[src/rtl/sw_disp_pkg.sv]
// Shared constants and types for the slide-switch display scheduler.
package sw_disp_pkg;

    localparam int unsigned NUM_SW = 10;
    localparam int unsigned IDX_W  = 4;

    typedef enum logic {
        IDLE = 1'b0,
        SHOW = 1'b1
    } sched_state_e;

    // One-hot vector for a switch index.
    function automatic logic [NUM_SW-1:0] idx_to_onehot(input logic [IDX_W-1:0] idx);
        return NUM_SW'(1) << idx;
    endfunction

endpackage

[src/rtl/sw_display_scheduler_priority_encoder.sv]
// Highest-set-bit priority encoder; combinational outputs.
module priority_encoder #(
    parameter int unsigned WIDTH = 10,
    parameter int unsigned IDX_W = 4
) (
    input  logic [WIDTH-1:0] req,
    output logic [IDX_W-1:0] idx_c,
    output logic             valid_c
);

    // Ascending scan: the last (highest) set bit wins.
    always_comb begin
        idx_c   = '0;
        valid_c = 1'b0;
        for (int i = 0; i < int'(WIDTH); i++) begin
            if (req[i]) begin
                idx_c   = IDX_W'(i);
                valid_c = 1'b1;
            end
        end
    end

endmodule

[src/rtl/sw_display_scheduler.sv]
// Round-robin time-share of one 7-seg digit among the slide switches:
// each active switch is shown for HOLD_CYCLES, then the next lower one (wrapping).
module sw_display_scheduler
    import sw_disp_pkg::*;
#(
    parameter int unsigned HOLD_CYCLES = 50_000_000,
    parameter int unsigned SYNC_STAGES = 2
) (
    input  logic              clk,
    input  logic              rst_n,
    input  logic [NUM_SW-1:0] sw,
    output logic [IDX_W-1:0]  hex_val,
    output logic              valid,
    output logic [NUM_SW-1:0] grant
);

    localparam int unsigned CNT_W = $clog2(HOLD_CYCLES);
    localparam int unsigned MSK_W = NUM_SW + 1;
    localparam logic [IDX_W-1:0] PTR_RST = IDX_W'(NUM_SW);

    sched_state_e      state_q, state_d;
    logic [CNT_W-1:0]  hold_cnt_q, hold_cnt_d;
    logic [IDX_W-1:0]  ptr_q, ptr_d;
    logic [IDX_W-1:0]  hex_val_q, hex_val_d;
    logic              valid_q, valid_d;
    logic [NUM_SW-1:0] grant_q, grant_d;
    logic [NUM_SW-1:0] sync_q [SYNC_STAGES];
    logic [NUM_SW-1:0] sync_d [SYNC_STAGES];

    logic [NUM_SW-1:0] req;
    logic [NUM_SW-1:0] masked_req;
    logic [IDX_W-1:0]  masked_idx, full_idx, pick;
    logic              masked_valid, pick_valid;
    logic              rotate, load, clear;

    // Switch synchroniser chain.
    always_comb begin
        for (int i = 0; i < int'(SYNC_STAGES); i++) begin
            sync_d[i] = (i == 0) ? sw : sync_q[(i == 0) ? 0 : i - 1];
        end
    end

    assign req        = sync_q[SYNC_STAGES-1];
    assign masked_req = req & NUM_SW'((MSK_W'(1) << ptr_q) - MSK_W'(1));

    priority_encoder #(.WIDTH(NUM_SW), .IDX_W(IDX_W)) u_enc_masked (
        .req     (masked_req),
        .idx_c   (masked_idx),
        .valid_c (masked_valid)
    );

    priority_encoder #(.WIDTH(NUM_SW), .IDX_W(IDX_W)) u_enc_full (
        .req     (req),
        .idx_c   (full_idx),
        .valid_c (pick_valid)
    );

    assign pick = masked_valid ? masked_idx : full_idx;

    // Next-state: rotate on hold expiry or when the shown switch is released.
    always_comb begin
        state_d    = state_q;
        hold_cnt_d = hold_cnt_q;
        ptr_d      = ptr_q;
        load       = 1'b0;
        clear      = 1'b0;
        rotate     = (state_q == SHOW) &&
                     (!req[hex_val_q] || (hold_cnt_q == CNT_W'(HOLD_CYCLES - 1)));
        case (state_q)
            IDLE: begin
                if (pick_valid) begin
                    load    = 1'b1;
                    state_d = SHOW;
                end
            end
            SHOW: begin
                if (rotate) begin
                    if (pick_valid) begin
                        load = 1'b1;
                    end else begin
                        clear   = 1'b1;
                        state_d = IDLE;
                    end
                end else begin
                    hold_cnt_d = hold_cnt_q + CNT_W'(1);
                end
            end
            default: state_d = IDLE;
        endcase
        if (load) begin
            ptr_d      = pick;
            hold_cnt_d = '0;
        end else if (clear) begin
            hold_cnt_d = '0;
        end
    end

    // Output next-values: change only on a new grant or a clear.
    always_comb begin
        hex_val_d = hex_val_q;
        valid_d   = valid_q;
        grant_d   = grant_q;
        if (load) begin
            hex_val_d = pick;
            valid_d   = 1'b1;
            grant_d   = idx_to_onehot(pick);
        end else if (clear) begin
            hex_val_d = '0;
            valid_d   = 1'b0;
            grant_d   = '0;
        end
    end

    always_ff @(posedge clk or negedge rst_n) begin
        if (!rst_n) begin
            state_q    <= IDLE;
            hold_cnt_q <= '0;
            ptr_q      <= PTR_RST;
            hex_val_q  <= '0;
            valid_q    <= 1'b0;
            grant_q    <= '0;
            for (int i = 0; i < int'(SYNC_STAGES); i++) begin
                sync_q[i] <= '0;
            end
        end else begin
            state_q    <= state_d;
            hold_cnt_q <= hold_cnt_d;
            ptr_q      <= ptr_d;
            hex_val_q  <= hex_val_d;
            valid_q    <= valid_d;
            grant_q    <= grant_d;
            for (int i = 0; i < int'(SYNC_STAGES); i++) begin
                sync_q[i] <= sync_d[i];
            end
        end
    end

    assign hex_val = hex_val_q;
    assign valid   = valid_q;
    assign grant   = grant_q;

endmodule

[config.mk]
export PLATFORM = sky130hd
export DESIGN_NAME = sw_display_scheduler
export DESIGN_NICKNAME = d
export VERILOG_FILES = /design/src/rtl/sw_disp_pkg.sv /design/src/rtl/sw_display_scheduler_priority_encoder.sv /design/src/rtl/sw_display_scheduler.sv
export SDC_FILE = /design/constraint.sdc
export NUM_CORES = 1
export LEC_CHECK = 0
export BUFFER_PORTS_ARGS = -buffer_cell sky130_fd_sc_hd__buf_2
export CORE_MARGIN = 3
export CORE_UTILIZATION = 59
export DETAILED_ROUTE_END_ITERATION = 8
export PLACE_DENSITY = 0.79
export SKIP_CTS_REPAIR_TIMING = 1
export SLEW_MARGIN = 30
export SYNTH_ARGS = -nofsm -noshare
export SYNTH_HDL_FRONTEND = slang
export SYNTH_SLANG_ARGS = --single-unit
[constraint.sdc]
create_clock -name clk -period 4.1 [get_ports clk]
set_clock_uncertainty 0.2 [all_clocks]
set_input_delay 0.82 -clock clk [delete_from_list [all_inputs] [get_ports clk]]
set_output_delay 0.82 -clock clk [all_outputs]
set_load 0.1 [all_outputs]
==> summary.txt, run 1 <==
Outcome
  – Outcome: finished clean

Synth
  – Post-Synthesis Cell Area: 3330 µm²
  – Share of the yosys chip area belonging to registers: 0.496
  – Register bit count reported by yosys: 66
  – Primary FF master, synth: dfrtp_1
  – Share of synthesized flip-flops with an asynchronous set or reset: 1.00
  – Yosys warning count: 0
  – Synth area leader: dfrtp_1
  – Number of cells produced by synthesis: 342
  – Top-area cell type share of the netlist area: 0.480
  – Avg Cell Area, Syn: 9.75 µm²
  – Post-synth EDFFs: 0
  – Cell types with the largest area share after synthesis: dfrtp_1 (48%), o21ai_0 (4.7%), nand2_1 (3.7%)
  – Post-synth cell types: 61
  – Number of nets in the synthesized netlist: 356

STA
  – Tmin final: 3.26 ns
  – Number of failing hold endpoints at the final stage: 0
  – Total negative slack for setup checks: 0 ns
  – Setup ws final: 0.844 ns
  – Crit share post-route: 0.794
  – RSZ-0062 raised after global routing: no
  – Headroom to the max-slew limit: 0.506
  – Pin slew with the least headroom to its limit: 0.734 ns
  – Highest attainable clock frequency: 307 MHz
  – Count of final setup violators: 0
  – Final Slew Violations: 0

Floorplan
  – FP Rows: 26
  – Horizontal extent of the die: 81.2 µm
  – Core footprint: 5270 µm²
  – Die extent in y: 81.2 µm
  – Die area: 6590 µm²
  – Top-level port count: 27
  – Initial Utilization: 0.632

Routing
  – Routed length per placed instance: 16.3 µm
  – Total number of vias: 2795
  – Residual DRC count: 0
  – Sum of routed wire length over all layers: 7170 µm
  – Average vias per placed instance: 6.34
  – Violation count after the first detailed-routing iteration: 286
  – Count of TritonRoute iterations in the first routing pass: 7
  – Final antenna-violating net count: 0

Clocking
  – Clk sink count: 66
  – Clk pin slew, worst setup/hold paths: 0.07 ns
  – H-tree levels: 3
  – Clock tree from TritonCTS: done
  – Cts bufs inserted: 9
  – Clock latency reported for the late side of the worst-skew pair: 0.35 ns
  – Clock root buffer master: clkbuf_8
  – Maximum count of clock buffers along a single path: 2

Global routing
  – Layer with the highest usage: met2
  – Overall track demand over capacity in global routing: 0.245
  – Met3 Use GR: 0.0510
  – Global-route wire length before repair: 12400 µm
  – Residual overflow from global routing: 0
  – Via count of the first global-routing pass: 2529
  – Global-route met2 utilization: 0.360
  – Met1 track utilization from global routing: 0.355
  – Maximum number of pins on one net before global-route repair: 46
  – Antenna violations before repair: 0

Final layout
  – Leading cell type in the layout, fill and taps excluded: dfrtp_1
  – Utilization after layout: 0.704
  – Commonest cells after routing, fill and taps aside: dfrtp_1 (64), nand2_1 (33), o21ai_0 (31)
  – Area growth from synthesis to layout: 11.4%
  – Final non-filler cell area: 3710 µm²
  – Layout cell share with drive strength beyond 1: 0.164
  – Number of nets in the layout: 381
  – Final-layout fill cell count: 420
  – # diodes: 0

Worst setup path
  – R2R setup slack: 0.84 ns
  – R2r startpoint: ptr_q[2]$_DFFE_PN0P_
  – Crit path DAT: 3.34 ns
  – Data required time of the critical path: 4.18 ns
  – Path depth of the worst reg2reg path: 9
  – Critical path's slowest cell: dfrtp_1
  – Maximum fanout along the worst path: 13
  – Most frequent CP cell: nor3_1
  – Crit end category: register
  – Reg-to-reg critical path endpoint: grant[0]$_DFFE_PN0P_
  – Startpoint of the worst setup timing path: ptr_q[2]$_DFFE_PN0P_
  – CP delay by family, top: compound AO/OA/AOI/OAI gates
  – Critical path buffer and inverter count: 0
  – Start-to-end type of the worst setup path: register to register
  – Slowest stage delay, CP: 0.54 ns
  – Worst Setup Start Kind: register
  – CP Cell Sequence: nor3_1, nand2_1, ha_1, nor3_1, mux2i_1, o311ai_2, nor3_1, a2bb2oi_1, a32o_1

Placement
  – Dpl ws: 0.981 ns
  – Post-detail-place hpwl: 4810 µm
  – DP Area: 3520 µm²
  – Weighted congestion reported at the end of routability-driven placement: 0.944
  – IO Port Bufs: 26

Worst hold path
  – Worst Hold Path EP: req[5]$_DFF_PN0_
  – Type of the most critical hold path: register to register
  – Min-Delay Startpoint: sync_d[5]$_DFF_PN0_
  – Number of cells on the worst hold path: 0

Power and ir drop
  – VDD IR-drop max: 586 µV
  – PwrDens: 797 nW/µm²
  – Static leakage: 1.57 nW

Flow run
  – Reported max-cap violation count: 0
==> cell families after synthesis <==
| group | count (synthesis) | share of synthesized area |
|---|---|---|
| simple gates | 132 | 0.217 |
| compound gates | 101 | 0.208 |
| flops | 66 | 0.496 |
| buf+inv | 29 | 0.0368 |
| mux | 10 | 0.0300 |
| xor+xnor | 2 | 0.00526 |
| fa+ha+maj | 2 | 0.00751 |
==> state kept, by name, indices dropped and copies added, names as in the netlist <==
signal,cells
hold_cnt_q,26
state_q,1
req,10
sync_d,10
valid,1
hex_val,4
ptr_q,4
grant,10
==> metal layers <==
| metal | part of all wire | wire, µm |
|---|---|---|
| met2 | 0.43 | 3090 |
| met4 | 0.019 | 139 |
| met3 | 0.065 | 468 |
| met1 | 0.48 | 3470 |
| met5 | 0 | 0 |
==> synthesized netlist by cell type (2+ instances only) <==
master / count
dfrtp_1: 64
nand2_1: 33
o21ai_0: 31
a21oi_1: 20
nor3_1: 18
nor2_1: 16
inv_1: 12
nand3_1: 12
mux2i_1: 10
or3_1: 10
nand4_1: 9
a32o_1: 8
buf_2: 7
clkbuf_1: 7
and2_1: 6
a21o_1: 5
a22o_1: 5
o21a_1: 5
o31ai_1: 5
and3_1: 3
nand2b_1: 3
a211oi_1: 2
dfstp_2: 2
ha_1: 2
nor2b_1: 2
nor3b_1: 2
nor4_1: 2
nor4b_1: 2
o211ai_1: 2
o22ai_1: 2
o31a_1: 2
o41ai_1: 2
or2_2: 2
xor2_1: 2
==> per-stage QoR <==
step	power, W	instances	hold WS, ns
global placement	0.00237	426	0.132
detailed placement	0.00241	426	0.135
global route	0.00316	441	0.159
CTS	0.00295	441	0.151
finish	0.00296	441	0.148
floorplan	0.00212	342	0.131
==> area by class of cell <==
| type | count | area, µm² | share of cell area |
|---|---|---|---|
| Clock buffer | 10 | 138 | 0.0371 |
| Clock inverter | 5 | 55.1 | 0.0148 |
| Inverter | 12 | 45.0 | 0.0121 |
| Multi-Input combinational cell | 247 | 1560 | 0.421 |
| Sequential cell | 66 | 1650 | 0.446 |
| Tap cell | 70 | 87.6 | 0.0236 |
| Timing Repair Buffer | 31 | 170 | 0.0458 |
==> where the power goes <==
part / switching [W] / leakage, nW / internal, W / total, W
sequential: 0.000142 / 0.845 / 0.000759 / 0.000901
combinational: 0.00104 / 0.630 / 0.000481 / 0.00152
clock: 0.000244 / 0.0941 / 0.000291 / 0.000535
==> worst max-delay path by stage <==
| stage | endpoint | slack, ns | depth (start not counted) |
|---|---|---|---|
| CTS | grant[0]$_DFFE_PN0P_ | 0.90 | 9 |
| detailed placement | grant[0]$_DFFE_PN0P_ | 0.98 | 9 |
| floorplan | grant[2]$_DFFE_PN0P_ | 1.08 | 7 |
| finish | grant[0]$_DFFE_PN0P_ | 0.84 | 9 |
| global route | grant[6]$_DFFE_PN0P_ | 0.49 | 9 |
| global placement | grant[6]$_DFFE_PN0P_ | 1.10 | 9 |
No activity file was read; power rests on OpenSTA's default activity.
==> run 2: changes to the inputs <==
==> constraint.sdc (replaced) <==
create_clock -name clk -period 3.1 [get_ports clk]
set_clock_uncertainty 0.2 [all_clocks]
set_input_delay 0.62 -clock clk [delete_from_list [all_inputs] [get_ports clk]]
set_output_delay 0.62 -clock clk [all_outputs]
set_load 0.1 [all_outputs]
==> run 2 against run 1 <==
Against the previous run:
- global-route usage increased by 0.99 points
- clock power up 45%
- combinational power rose by 49%
- power is 41% higher
- largest power group unchanged
- largest cell class unchanged
- register-to-register slack got worse by 0.68 ns
==> summary.txt, run 2 (synthesized netlist as in run 1, its figures left out) <==
Outcome
  – Outcome: finished clean

STA
  – Count of final setup violators: 0 (unchanged)
  – Final Slew Violations: 0 (unchanged)
  – Pin slew with the least headroom to its limit: 0.762 ns (+0.0281 ns)
  – RSZ-0062 raised after global routing: no
  – Crit share post-route: 0.946 (+0.152)
  – Highest attainable clock frequency: 341 MHz (+11%)
  – Headroom to the max-slew limit: 0.487 (-0.0182)
  – Tmin final: 2.93 ns (-0.324 ns)
  – Total negative slack for setup checks: 0 ns (unchanged)
  – Number of failing hold endpoints at the final stage: 0 (unchanged)

Clocking
  – Clock tree from TritonCTS: done
  – Clock latency reported for the late side of the worst-skew pair: 0.34 ns (about the same)
  – Clk sink count: 66 (unchanged)
  – Cts bufs inserted: 9 (unchanged)
  – Maximum count of clock buffers along a single path: 2 (unchanged)
  – Clock root buffer master: clkbuf_8
  – H-tree levels: 3 (unchanged)
  – Clk pin slew, worst setup/hold paths: 0.07 ns (about the same)

Final layout
  – Reg with most FFs: hold_cnt_q
  – Layout cell share with drive strength beyond 1: 0.187 (+0.0224)
  – Number of nets in the layout: 390 (+2.4%)
  – Number of flip-flops under the largest register name: 26 (unchanged)
  – Utilization after layout: 0.724 (+0.0197)
  – Area growth from synthesis to layout: 14.5%
  – Leading cell type in the layout, fill and taps excluded: dfrtp_1
  – Commonest cells after routing, fill and taps aside: dfrtp_1 (64), nand2_1 (33), o21ai_0 (30)
  – # diodes: 0 (unchanged)

Worst setup path
  – Crit end category: register
  – R2R setup slack: 0.17 ns (-0.68 ns)
  – Start-to-end type of the worst setup path: register to register
  – Crit path DAT: 2.96 ns (-0.38 ns)
  – Reg-to-reg critical path endpoint: ptr_q[2]$_DFFE_PN0P_
  – Data required time of the critical path: 3.13 ns (-1.05 ns)
  – Startpoint of the worst setup timing path: ptr_q[1]$_DFFE_PN1P_
  – Endpoint of the worst setup timing path: ptr_q[2]$_DFFE_PN0P_
  – R2r startpoint: ptr_q[1]$_DFFE_PN1P_
  – Maximum fanout along the worst path: 13 (unchanged)
  – Path depth of the worst reg2reg path: 11 (+2)
  – Worst Setup Start Kind: register

Power and ir drop
  – Switching power: 0.00197 W (+38%)
  – Sequential share of power: 0.272 (-0.032)
  – Static leakage: 1.63 nW (+3.6%)
  – Combinational share of power: 0.542 (+0.027)
  – VDD IR-drop max: 719 µV (+23%)
  – PwrDens: 1100 nW/µm² (+37%)
  – Fraction of power spent switching nets: 0.471 (-0.0122)
  – Internal power summed over all cells: 0.00221 W (+45%)
  – Clock group share of total power: 0.186 (+0.005)

Floorplan
  – FP Rows: 26 (unchanged)
  – Die extent in y: 81.2 µm (unchanged)
  – Initial Utilization: 0.632 (unchanged)
  – Die area: 6590 µm² (unchanged)
  – Core footprint: 5270 µm² (unchanged)
  – Horizontal extent of the die: 81.2 µm (unchanged)
  – Top-level port count: 27 (unchanged)

Placement
  – Post-detail-place hpwl: 5260 µm (+9.4%)
  – Weighted congestion reported at the end of routability-driven placement: 0.971 (+2.8%)
  – IO Port Bufs: 26 (unchanged)

Global routing
  – Overall track demand over capacity in global routing: 0.255 (+0.00990)
  – Residual overflow from global routing: 0 (unchanged)
  – Maximum number of pins on one net before global-route repair: 39 (-15%)
  – Antenna violations before repair: 0 (unchanged)
  – Global-route wire length before repair: 12900 µm (+4.5%)
  – Via count of the first global-routing pass: 2749 (+8.7%)

Worst hold path
  – Type of the most critical hold path: input port to async pin

Routing
  – Final antenna-violating net count: 0 (unchanged)
  – Residual DRC count: 0 (unchanged)
  – Violation count after the first detailed-routing iteration: 276 (-3.5%)
  – Total number of vias: 2883 (+3.1%)
  – Count of TritonRoute iterations in the first routing pass: 5 (-2)
  – Sum of routed wire length over all layers: 7660 µm (+6.8%)
  – Routed length per placed instance: 17.0 µm (+4.7%)
  – Average vias per placed instance: 6.41 (+1.1%)

Flow run
  – Reported max-cap violation count: 0 (unchanged)
-- run 2: how the worst min path moves through the flow --
| stage | from | to | depth (start not counted) |
|---|---|---|---|
| 6_report | rst_n | valid$_DFFE_PN0P_ | 1 |
| 5_1_grt | rst_n | valid$_DFFE_PN0P_ | 1 |
| 4_1_cts | rst_n | valid$_DFFE_PN0P_ | 1 |
| 3_5_place_dp | sync_d[0]$_DFF_PN0_ | req[0]$_DFF_PN0_ | 0 |
| 3_3_place_gp | sync_d[1]$_DFF_PN0_ | req[1]$_DFF_PN0_ | 0 |
| 2_1_floorplan | rst_n | grant[0]$_DFFE_PN0P_ | 0 |
-- run 2: power by group through the flow --
stage | registers, W | logic (W) | clock network, W
6_report | 0.00114 | 0.00227 | 0.000776
2_1_floorplan | 0.00158 | 0.00122 | 0
3_3_place_gp | 0.00115 | 0.00209 | 0
5_1_grt | 0.00115 | 0.00244 | 0.000822
4_1_cts | 0.00113 | 0.00217 | 0.000787
3_5_place_dp | 0.00115 | 0.00215 | 0
-- run 2: final cells by class --
type / count / area [µm²]
clock buffer: 10 / 128
clock inverter: 5 / 80.1
fill: 407 / 1450
inverter: 12 / 45.0
multi-input combinational: 247 / 1570
sequential: 66 / 1650
tap: 70 / 87.6
timing repair buffer: 40 / 248
-- run 2: metal layers --
metal,share of wire,GRT usage,vias to the layer above
met3,0.068,0.0521,21
met5,0,0,-
met2,0.45,0.388,130
met1,0.46,0.351,1392
met4,0.023,0.120,0
li1,-,-,1340
-- run 2: per-stage QoR --
stage                     power, W  cell area [µm²]  setup WS [ns]  instances  hold WS [ns]
after global placement     0.00324             3580          0.266        433         0.131
after floorplan            0.00280             3330         0.0804        342         0.124
after global routing       0.00442             3820         0.0244        450         0.144
after CTS                  0.00409             3780         0.0269        448         0.107
final                      0.00418             3820          0.168        450         0.103
after detailed placement   0.00330             3580          0.118        433         0.135
-- run 2: critical path, cell delays in order, from the launching register on --
cell,delay [ns]
dfstp_2,0.66
nor3_1,0.10
nand2b_1,0.09
ha_1,0.26
nor3_1,0.11
o2111a_1,0.28
a221o_1,0.33
a211oi_1,0.27
nor3_2,0.08
buf_4,0.18
buf_4,0.14
a21o_1,0.14
==> run 3: changes to the inputs <==
--- a/config.mk
+++ b/config.mk
@@ -7,11 +7,13 @@
 export LEC_CHECK = 0
 export BUFFER_PORTS_ARGS = -buffer_cell sky130_fd_sc_hd__buf_2
 export CORE_MARGIN = 3
-export CORE_UTILIZATION = 59
+export CORE_UTILIZATION = 25
+export CTS_CLUSTER_DIAMETER = 120
 export DETAILED_ROUTE_END_ITERATION = 8
-export PLACE_DENSITY = 0.79
+export PLACE_DENSITY = 0.4
 export SKIP_CTS_REPAIR_TIMING = 1
 export SLEW_MARGIN = 30
 export SYNTH_ARGS = -nofsm -noshare
 export SYNTH_HDL_FRONTEND = slang
+export SYNTH_HIERARCHICAL = 1
 export SYNTH_SLANG_ARGS = --single-unit
==> run 3 against run 2 <==
Against the previous run:
- sequential power barely moved
- via count up 0.17%
- wire length grew 19%
- hold slack worse by 0.023 ns
- register-to-register slack worse by 0.13 ns
- die area increased by 140%
- clock power increased by 38%
- flip-flop and latch count unchanged
- cell count up 26%
- count of clock-buffer cells in the layout unchanged
- synthesized cell count rose by 0.88%
- first-iteration DRC count fell by 46%
- critical path type unchanged
==> summary.txt, run 3 <==
Global routing
  – Global-route wire length before repair: 15400 µm (+20%)
  – Antenna violations before repair: 0 (unchanged)
  – Maximum number of pins on one net before global-route repair: 42 (+7.7%)
  – Via count of the first global-routing pass: 2905 (+5.7%)
  – Residual overflow from global routing: 0 (unchanged)
  – Overall track demand over capacity in global routing: 0.123 (-0.132)

Worst setup path
  – CP delay by family, top: multiplexers
  – CP Cell Sequence: nor2_4, nand3b_1, ha_4, buf_6, mux2_4, a32oi_2, nor2b_2, nor2_2, nand4_1, buf_4, mux2_2, mux2_1
  – Slowest stage delay, CP: 0.42 ns (-0.24 ns)
  – Crit end category: register
  – Crit path DAT: 3.07 ns (+0.11 ns)
  – Start-to-end type of the worst setup path: register to register
  – R2r startpoint: ptr_q[2]$_DFFE_PN0P_
  – Worst Setup Start Kind: register
  – Maximum fanout along the worst path: 6 (-7)
  – Critical path's slowest cell: dfrtp_1
  – Startpoint of the worst setup timing path: ptr_q[2]$_DFFE_PN0P_
  – Data required time of the critical path: 3.12 ns (about the same)
  – Critical path buffer and inverter count: 2 (unchanged)

Synth
  – Primary FF master, synth: dfrtp_1
  – Number of nets in the synthesized netlist: 359 (+0.84%)
  – Synth area leader: dfrtp_1
  – Register bit count reported by yosys: 66 (unchanged)
  – Share of synthesized flip-flops with an asynchronous set or reset: 1.00 (unchanged)
  – Avg Cell Area, Syn: 10.3 µm² (+5.6%)
  – Share of the yosys chip area belonging to registers: 0.466 (-0.0303)
  – Cell types with the largest area share after synthesis: dfrtp_1 (45%), o2bb2ai_1 (3.7%), nand2_1 (3.1%)
  – Top-area cell type share of the netlist area: 0.451 (-0.0293)
  – Ranking of synthesized cells by instance count: dfrtp_1 (64), nand2_1 (29), nor2_1 (25)
  – Number of cells produced by synthesis: 345 (+0.88%)
  – Post-synth cell types: 61 (unchanged)
  – Yosys warning count: 6 (+6)
  – Post-Synthesis Cell Area: 3550 µm² (+6.5%)
  – Post-synth EDFFs: 0 (unchanged)
  – Most frequent cell after synthesis: dfrtp_1

STA
  – Headroom to the max-slew limit: 0.606 (+0.118)
  – Number of failing hold endpoints at the final stage: 0 (unchanged)
  – Crit share post-route: 0.986 (+0.0404)
  – Final Slew Violations: 0 (unchanged)
  – Count of final setup violators: 0 (unchanged)
  – Pin slew with the least headroom to its limit: 0.591 ns (-0.171 ns)
  – RSZ-0062 raised after global routing: yes
  – Tmin final: 3.06 ns (+0.125 ns)
  – Highest attainable clock frequency: 327 MHz (-4.1%)
  – Total negative slack for setup checks: 0 ns (unchanged)

Clocking
  – Clock tree from TritonCTS: done
  – Cts bufs inserted: 9 (unchanged)
  – Clk sink count: 66 (unchanged)
  – Clk pin slew, worst setup/hold paths: 0.06 ns (about the same)
  – Maximum count of clock buffers along a single path: 2 (unchanged)
  – H-tree levels: 3 (unchanged)
  – Clock root buffer master: clkbuf_16
  – Clock latency reported for the late side of the worst-skew pair: 0.34 ns (about the same)

Routing
  – Sum of routed wire length over all layers: 9090 µm (+19%)
  – Residual DRC count: 0 (unchanged)
  – Routed length per placed instance: 16.1 µm (-5.4%)
  – Average vias per placed instance: 5.11 (-20%)
  – Violation count after the first detailed-routing iteration: 149 (-46%)
  – Final antenna-violating net count: 0 (unchanged)
  – Total number of vias: 2888 (+0.17%)
  – Count of TritonRoute iterations in the first routing pass: 4 (-1)

Final layout
  – Commonest cells after routing, fill and taps aside: dfrtp_1 (64), nand2_1 (26), buf_2 (26)
  – Utilization after layout: 0.324 (-0.400)
  – Number of flip-flops under the largest register name: 26 (unchanged)
  – Layout cell share with drive strength beyond 1: 0.257 (+0.0702)
  – Reg with most FFs: hold_cnt_q
  – Area growth from synthesis to layout: 23.7%
  – Leading cell type in the layout, fill and taps excluded: dfrtp_1
  – # diodes: 0 (unchanged)
  – Number of nets in the layout: 398 (+2.1%)

Placement
  – IO Port Bufs: 26 (unchanged)
  – Weighted congestion reported at the end of routability-driven placement: 0.799 (-18%)
  – Post-detail-place hpwl: 6190 µm (+18%)

Floorplan
  – FP Rows: 42 (+62%)
  – Initial Utilization: 0.262 (-0.371)
  – Core footprint: 13600 µm² (+160%)
  – Die extent in y: 125 µm (+54%)
  – Die area: 15700 µm² (+140%)
  – Top-level port count: 27 (unchanged)
  – Horizontal extent of the die: 125 µm (+54%)

Flow run
  – Reported max-cap violation count: 0 (unchanged)

Power and ir drop
  – PwrDens: 1070 nW/µm² (-2.6%)
  – Static leakage: 1.88 nW (+16%)
  – VDD IR-drop max: 312 µV (-57%)

Outcome
  – Outcome: finished clean

Worst hold path
  – Type of the most critical hold path: input port to async pin
## run 3: stage by stage
step / hold slack [ns] / total power (W) / setup slack (ns) / std cells / instance area, µm²
2_1_floorplan: 0.124 / 0.00282 / 0.0202 / 345 / 3560
3_3_place_gp: 0.134 / 0.00334 / 0.0429 / 544 / 3930
3_5_place_dp: 0.139 / 0.00331 / -0.0662 / 544 / 3930
4_1_cts: 0.0917 / 0.00441 / -0.119 / 560 / 4250
5_1_grt: 0.132 / 0.00498 / -0.103 / 565 / 4390
6_report: 0.0799 / 0.00468 / 0.0429 / 565 / 4390
## run 3: layout make-up
| cell class | instances | area, µm² |
|---|---|---|
| fill | 1402 | 9170 |
| multi-input combinational | 249 | 1840 |
| sequential | 66 | 1650 |
| timing repair buffer | 47 | 320 |
| clock buffer | 10 | 239 |
| tap | 176 | 220 |
| clock inverter | 6 | 73.8 |
| inverter | 11 | 43.8 |
## run 3: worst paths after layout
check / endpoint / slack (ns) / depth (start not counted)
setup / recovery: ptr_q[0]$_DFFE_PN0P_ / 0.04 / 12
hold / removal: sync_d[3]$_DFF_PN0_ / 0.08 / 1
setup reg to reg: ptr_q[0]$_DFFE_PN0P_ / 0.04 / 12
hold reg to reg: req[3]$_DFF_PN0_ / 0.15 / 0
max in group asynchronous: hold_cnt_q[0]$_DFFE_PN0P_ / 1.87 / 2
min in group clk: req[3]$_DFF_PN0_ / 0.15 / 0
## run 3: routing by layer
layer	wire length, µm	part of all wire	track usage
met1	4610	0.51	0.179
met2	3940	0.43	0.171
met3	313	0.034	0.0256
met4	225	0.025	0.0625
met5	0	0	0
## run 3: cell families after synthesis
family                   synth area share
buffers and inverters              0.0462
flip-flops                          0.466
adder cells (fa/ha/maj)           0.00705
XOR/XNOR                          0.00494
AND/OR/NAND/NOR                     0.225
multiplexers                       0.0490
AO/OA/AOI/OAI                       0.202
## run 3: worst reg2reg max path, cell delays in order (launching register included)
cell	delay [ns]
dfrtp_1	0.42
nor2_4	0.15
nand3b_1	0.14
ha_4	0.21
buf_6	0.12
mux2_4	0.27
a32oi_2	0.18
nor2b_2	0.07
nor2_2	0.15
nand4_1	0.21
buf_4	0.22
mux2_2	0.30
mux2_1	0.30
## run 3: where the power goes
part / internal, W / leakage (nW) / switching (W)
registers: 0.00101 / 0.844 / 0.000140
clock network: 0.000654 / 0.154 / 0.000413
logic: 0.000907 / 0.880 / 0.00156
total: 0.00257 / 1.88 / 0.00211
